--- config.mk ---
export PLATFORM = sky130hd
export DESIGN_NAME = debounce_ctrl
export DESIGN_NICKNAME = d
export VERILOG_FILES = /design/src/rtl/debounce_ctrl.sv
export SDC_FILE = /design/constraint.sdc
export NUM_CORES = 1
export LEC_CHECK = 0
export BUFFER_PORTS_ARGS = -buffer_cell sky130_fd_sc_hd__buf_2
export CORE_UTILIZATION = 50
export CTS_BUF_LIST = sky130_fd_sc_hd__clkbuf_4
export DETAILED_ROUTE_END_ITERATION = 10
export PLACE_DENSITY = 0.81
export SLEW_MARGIN = 10
export SYNTH_ARGS = -nofsm -noshare
export SYNTH_HDL_FRONTEND = slang
export SYNTH_SLANG_ARGS = --single-unit
--- constraint.sdc ---
create_clock -name clk -period 2 [get_ports clk]
set_input_delay 0 -clock clk [delete_from_list [all_inputs] [get_ports clk]]
set_output_delay 0 -clock clk [all_outputs]
set_load 0.005 [all_outputs]
--- src/rtl/debounce_ctrl.sv ---
// Debounce control FSM for one channel: synchronises noisy_in, sequences an external timer, emits a clean level and edge pulses.
// Latency: SYNC_STAGES cycles to the synchroniser output, +1 to enter WAIT, timer interval to timer_done, +1 to debounced_out.
// Backpressure: none; the FSM advances every clock, and timer_done outside the WAIT states is ignored.
module debounce_ctrl #(
  parameter int   SYNC_STAGES  = 2,
  parameter logic INIT_LEVEL   = 1'b0,
  parameter int   GLITCH_CNT_W = 8
) (
  input  logic                    clk,
  input  logic                    rst_n,
  input  logic                    noisy_in,
  input  logic                    timer_done,
  input  logic                    glitch_clr,
  output logic                    timer_en,
  output logic                    debounced_out,
  output logic                    rise_pulse,
  output logic                    fall_pulse,
  output logic [GLITCH_CNT_W-1:0] glitch_cnt
);

  typedef enum logic [1:0] {
    STABLE_LOW  = 2'd0,
    WAIT_HIGH   = 2'd1,
    STABLE_HIGH = 2'd2,
    WAIT_LOW    = 2'd3
  } state_t;

  localparam state_t                    RST_STATE = INIT_LEVEL ? STABLE_HIGH : STABLE_LOW;
  localparam logic [GLITCH_CNT_W-1:0] GCNT_ONE  = GLITCH_CNT_W'(1);
  localparam logic [GLITCH_CNT_W-1:0] GCNT_MAX  = '1;

  logic [SYNC_STAGES-1:0]  sync_q, sync_d;
  state_t                  state_q, state_d;
  logic                    timer_en_q, timer_en_d;
  logic                    deb_q, deb_d;
  logic                    rise_q, rise_d;
  logic                    fall_q, fall_d;
  logic [GLITCH_CNT_W-1:0] gcnt_q, gcnt_d;
  logic                    s;
  logic                    glitch_evt;

  // The FSM only ever looks at the last synchroniser stage.
  assign s = sync_q[SYNC_STAGES-1];

  // Next-state, output and glitch-counter decode; a revert in a WAIT state beats a same-cycle timer_done.
  always_comb begin
    sync_d     = {sync_q[SYNC_STAGES-2:0], noisy_in};
    state_d    = state_q;
    deb_d      = deb_q;
    rise_d     = 1'b0;
    fall_d     = 1'b0;
    glitch_evt = 1'b0;
    case (state_q)
      STABLE_LOW: begin
        if (s) state_d = WAIT_HIGH;
      end
      WAIT_HIGH: begin
        if (!s) begin
          state_d    = STABLE_LOW;
          glitch_evt = 1'b1;
        end else if (timer_done) begin
          state_d = STABLE_HIGH;
          deb_d   = 1'b1;
          rise_d  = 1'b1;
        end
      end
      STABLE_HIGH: begin
        if (!s) state_d = WAIT_LOW;
      end
      WAIT_LOW: begin
        if (s) begin
          state_d    = STABLE_HIGH;
          glitch_evt = 1'b1;
        end else if (timer_done) begin
          state_d = STABLE_LOW;
          deb_d   = 1'b0;
          fall_d  = 1'b1;
        end
      end
      default: state_d = RST_STATE;
    endcase
    // Registering the decode of the next state makes timer_en a pure function of the state register.
    timer_en_d = (state_d == WAIT_HIGH) || (state_d == WAIT_LOW);
    if (glitch_clr) begin
      gcnt_d = '0;
    end else if (glitch_evt && (gcnt_q != GCNT_MAX)) begin
      gcnt_d = gcnt_q + GCNT_ONE;
    end else begin
      gcnt_d = gcnt_q;
    end
  end

  // All state and registered outputs; reset drops timer_en at once so the timer clears.
  always_ff @(posedge clk or negedge rst_n) begin
    if (!rst_n) begin
      sync_q     <= {SYNC_STAGES{INIT_LEVEL}};
      state_q    <= RST_STATE;
      timer_en_q <= 1'b0;
      deb_q      <= INIT_LEVEL;
      rise_q     <= 1'b0;
      fall_q     <= 1'b0;
      gcnt_q     <= '0;
    end else begin
      sync_q     <= sync_d;
      state_q    <= state_d;
      timer_en_q <= timer_en_d;
      deb_q      <= deb_d;
      rise_q     <= rise_d;
      fall_q     <= fall_d;
      gcnt_q     <= gcnt_d;
    end
  end

  assign timer_en      = timer_en_q;
  assign debounced_out = deb_q;
  assign rise_pulse    = rise_q;
  assign fall_pulse    = fall_q;
  assign glitch_cnt    = gcnt_q;

endmodule
==> run metrics, run 1 <==
status completed; Die W 38.11 um; Core Region 1156 sq um; Die Y 38.11 um; Post-CTS Setup Inserts 0; Worst Skew 2.395 ps; final wirelength 1258 um; critical path buffer and inverter count 0; Post-Syn Instances 57; FF+latch count, synth 15; layout cell share with drive strength beyond 1 30.38%; post-synthesis sequential area ratio 57.58%; antenna violations before repair 0; Critical Path Source Type register; drt initial violations 14; Starting Density 56.39%; Tot GR Track Use 22.17%; via/cell ratio roughly 5.8; Final Cycle Share 88.48%; critical path peak fanout 14; slowest stage cell, crit path or4_1; Setup violations, final 0; Sink Count 15; GP Congestion 0.8366; residual DRC count 0; cell depth of the worst flop-to-flop path 5; mean routed wirelength per cell between 10 and 15 um; CP delay by family, top simple AND/OR/NAND/NOR gates; ANT nets after route 0; final hold violations 0; Post-CTS Hold Fix Bufs 4; setup TNS 0 ps; clk_lat worst skew 290 ps; Hold WC Path Type in2async; largest net degree at the start of global routing 16; P&R area growth vs syn 23.03%; vias in the first global route 465; die area 1452 sq um; first-pass GRT wire length about 2000 um; Leakage 0.3823 nW; ANT cells 0; Worst EP required 2220 ps; RSZ-0062 raised after global routing false; total grt overflow 0; Sequential Area 375.4 sq um; critical path class reg2reg; Mean Syn Cell Area between 10 and 15 sq um; Worst-path clk slew 90 ps; Placed Instances 85; Num CTS Buffers 3; CTS resizes 0; post-synth cell types 22; Final Critical Period 1770 ps; via count 539; Max Slew Vio Count 0; CP endpoint kind register; I/O pins 17; CTS tree done; RR Endpoint glitch_cnt[7]; fillers 92; layout net count 86; multi-input logic area ~250 sq um; Power per Cell Area 972.3 nW/um^2; Slew @ Worst Pin around 530 ps; site row count 12; Longest Clk Path Bufs 2; Yosys Warn Count 0; CP Cell Sequence ha_1, nand3_1, o211ai_2, or4_1, a21oi_1; worst flop-to-flop path startpoint glitch_cnt[0]; hold slack 135.6 ps; Slew headroom 64.65%; drt first pass iters 4; Syn Nets 63; max-cap violation count 0; WP data arrival roughly 2000 ps; Clk Tree Root Cell clkbuf_4; Port-buffer cells 16; R2R Setup Slk 230 ps; slowest stage delay, CP 530 ps; Mapped Area 651.9 sq um; number of H-tree levels 1; VDD IR max 630.9 uV; Non-Filler Instances between 90 and 100; Max Clk Rate 565.1 MHz
-- registers in the layout, indices dropped and copies added (netlist names) --
name           flops
glitch_cnt         8
sync_q             2
debounced_out      1
fall_pulse         1
rise_pulse         1
state_q            1
timer_en           1
-- per-layer routing --
metal | wire length, um | global-route usage [%]
met1 | 575 | 29.53
met2 | 584 | 30.08
met3 | 52 | 5.233
met4 | 46 | 18.75
met5 | 0 | 0
-- power by group --
| group | internal (mW) | switching (mW) |
|---|---|---|
| clock | 0.0744 | 0.0981 |
| sequential | 0.354 | 0.0487 |
| combinational | 0.0989 | 0.105 |
-- worst max path at each step --
stage | from | end | slack (ps) | cells after the start
2_1_floorplan | glitch_cnt[0] | glitch_cnt[4] | 470 | 6
6_report | glitch_cnt[0] | glitch_cnt[7] | 230 | 5
5_1_grt | glitch_cnt[0] | glitch_cnt[7] | 120 | 5
4_1_cts | glitch_cnt[0] | glitch_cnt[5] | 250 | 5
3_5_place_dp | glitch_cnt[0] | glitch_cnt[7] | 270 | 5
3_3_place_gp | glitch_cnt[0] | glitch_cnt[7] | 320 | 5
-- Yosys cell counts --
master	n	area, sq um
dfrtp_1	15	375.4
a21oi_1	7	35.03
nand3_1	4	20.02
nand2_1	3	11.26
o21ai_0	3	15.01
o31ai_1	3	22.52
or4_1	3	22.52
inv_1	2	7.510
nor2_1	2	7.510
nor3b_1	2	15.01
or3_1	2	12.51
buf_1	1	3.750
buf_6	1	11.26
ha_1	1	12.51
mux2_2	1	11.26
mux2i_1	1	10.01
nand4_1	1	6.260
o211ai_2	1	12.51
o21bai_1	1	7.510
or3_2	1	7.510
xnor2_2	1	16.27
xor2_1	1	8.760
-- placed cells by master, fill, tap and decap left out --
master / n
clkbuf_4: 3
dlygate4sd3_1: 4
nand2_1: 3
o21bai_1: 1
nand3_1: 4
ha_1: 1
nor3b_1: 2
or3_1: 2
a21oi_1: 7
o31ai_1: 3
xor2_1: 1
or3_2: 1
inv_1: 2
xnor2_2: 1
or4_1: 3
clkinv_2: 1
o211ai_2: 1
mux2_2: 1
mux2i_1: 1
buf_2: 16
dfrtp_1: 15
nand4_1: 1
o21ai_0: 3
nor2_1: 2
-- cells by family (layout without fill, tap and decap cells) --
group	Yosys count	after routing	share of synthesized area, %
muxes	2	2	3.263
xor gates and xnor gates	2	2	3.840
buffers and inverters	4	26	3.455
and+or+nand+nor	18	18	15.74
DFF	15	15	57.58
AOI/OAI and AO/OA	15	15	14.20
adders and majority gates	1	1	1.919
-- through the flow --
step	utilization [%]	worst slack, ps	power, mW	instance area, sq um
after global placement	63.53	315.8	0.5937	734.5
final	69.37	230.5	0.7798	802.0
after global routing	69.37	120.1	0.8254	802.0
after detailed placement	63.53	267.0	0.6060	734.5
after CTS	69.37	249.7	0.7838	802.0
after floorplan	-	466.4	0.5494	651.9
-- area by class of cell --
class,count,share of cell area [%]
clock buffer,3,2.808
clock inverter,1,0.6240
sequential,15,46.80
inverter,2,0.9360
multi-input combinational,38,31.67
tap,14,2.184
timing repair buffer,20,14.98
(Power assumes the default switching activity.)
==> inputs of run 2 (changes only) <==
--- a/config.mk
+++ b/config.mk
@@ -10,6 +10,8 @@
 export CTS_BUF_LIST = sky130_fd_sc_hd__clkbuf_4
 export DETAILED_ROUTE_END_ITERATION = 10
 export PLACE_DENSITY = 0.81
+export REMOVE_ABC_BUFFERS = 1
+export SETUP_SLACK_MARGIN = 0.4
 export SLEW_MARGIN = 10
 export SYNTH_ARGS = -nofsm -noshare
 export SYNTH_HDL_FRONTEND = slang
==> run 2 against run 1 <==
  * Sequential share of layout area shrank 5.5 points
  * Wire length grew 34%
  * Combinational power is 48% higher
  * Largest cell class unchanged
  * Highest routed layer unchanged
==> run metrics, run 2 (synthesis gave the netlist of run 1 again) <==
status completed; max-cap violation count 0; Tot GR Track Use between 20% and 30%; layout net count 93; mean routed wirelength per cell 16.87 um; antenna violations before repair 0; Starting Density about 56%; RSZ-0062 raised after global routing true; I/O pins 17; first-pass GRT wire length ~2100 um; Post-Route M1 WL 749 um; ANT nets after route 0; Die W about 38 um; Detail Route met2 WL 803 um; critical path peak fanout 4; Clk Tree Root Cell clkbuf_4; Critical Path Source Type register; via/cell ratio 6.150; met3 wire len 109 um; Core Region about 1200 sq um; clk_lat worst skew 280 ps; Slew @ Worst Pin 345.4 ps; largest net degree at the start of global routing 16; final wirelength 1687 um; hpwl dp ~840 um; Final Critical Period 1694 ps; Sink Count 15; GP Congestion ~0.75; die area 1452 sq um; Worst-path clk slew 90 ps; site row count 12; Max Slew Vio Count 0; hold slack roughly 150 ps; total grt overflow 0; final hold violations 0; Num CTS Buffers 3; critical path class reg2reg; Hold WC Path Type in2async; ANT cells 0; Port-buffer cells 16; drt initial violations 11; number of H-tree levels 1; setup TNS 0 ps; VDD IR max 655.4 uV; via count ~620; Placed Instances between 80 and 90; Die Y 38.11 um; Final Cycle Share 84.71%; Setup violations, final 0; Max Clk Rate 590.2 MHz; WP data arrival ~1900 ps; Leakage 0.4235 nW; layout cell share with drive strength beyond 1 48.84%; Worst Skew a little under 7 ps; Worst EP required 2200 ps; Power per Cell Area 970.1 nW/um^2; CP endpoint kind register; Slew headroom roughly 77%; CTS tree done; Non-Filler Instances 100; top sig layer met4; fillers 74; Largest register FFs 8; drt first pass iters 4; vias in the first global route 484; Longest Clk Path Bufs 2; most frequent cells in the layout 16 x buf_2, 13 x dfrtp_1, 6 x buf_4; residual DRC count 0; commonest non-fill, non-tap cell in the layout buf_2; P&R area growth vs syn 40.31%
## run 2: cell count changes in the layout (fill, tap and decap cells not counted), moves of 2 or more
cell and change:
or4_4 +2, or4_1 -2, dfrtp_2 +2, dfrtp_1 -2
a21oi_2 +3, buf_4 +6, a21oi_1 -3
## run 2: routing by layer
metal	vias up	GRT usage, %
met1	307	29.41
met2	32	32.63
li1	272	-
met3	4	4.651
met4	0	16.07
met5	-	0
## run 2: cell type report
class	instances	area, sq um	area share [%]
Sequential cell	15	377.9	41.31
Multi-Input combinational cell	39	319.1	34.88
Timing Repair Buffer	26	165.2	18.06
Clock buffer	3	22.52	2.462
Tap cell	14	17.52	1.915
Inverter	2	7.507	0.8208
Clock inverter	1	5.005	0.5472
## run 2: worst max-delay path, stage by stage (launching register included)
cell	delay, ps
dfrtp_1	440
xnor2_2	300
o211ai_2	180
or3_2	490
a21oi_1	200
## run 2: worst paths after layout
kind | endpoint | slack (ps) | startpoint | cells past startpoint
setup / recovery | glitch_cnt[3] | 310 | state_q[1] | 4
hold / removal | glitch_cnt[3] | 150 | rst_n | 2
setup reg to reg | glitch_cnt[3] | 310 | state_q[1] | 4
hold reg to reg | sync_q[1] | 360 | sync_q[0] | 0
max in group asynchronous | glitch_cnt[4] | 1580 | rst_n | 2
min in group clk | sync_q[0] | 350 | noisy_in | 2
## run 2: stage by stage
step | setup WS, ps | utilization (%) | area, sq um | power [mW]
after global routing | 269.1 | 79.11 | 914.6 | 0.9337
after CTS | 405.3 | 73.38 | 848.3 | 0.8369
after detailed placement | 208.4 | 63.53 | 734.5 | 0.6048
final | 305.7 | 79.11 | 914.6 | 0.8872
after floorplan | 361.8 | - | 636.9 | 0.5266
after global placement | 314.3 | 63.53 | 734.5 | 0.5964
## run 2: repair_timing
action | 4_1_cts | 5_1_grt
gates resized for setup | 5 | 8
hold buffers | 4 | 0
hold endpoints to repair | 22 | 0
pin swaps | 1 | 4
setup buffers | 3 | 3
cloned | 0 | 1
endpoints found under the setup margin | 6 | 7
## run 2: power by group
part | internal, mW | total, mW | switching [mW] | leakage, nW
registers | 0.354 | 0.416 | 0.0618 | 0.194
clock network | 0.0741 | 0.170 | 0.0954 | 0.0177
logic | 0.158 | 0.302 | 0.143 | 0.212
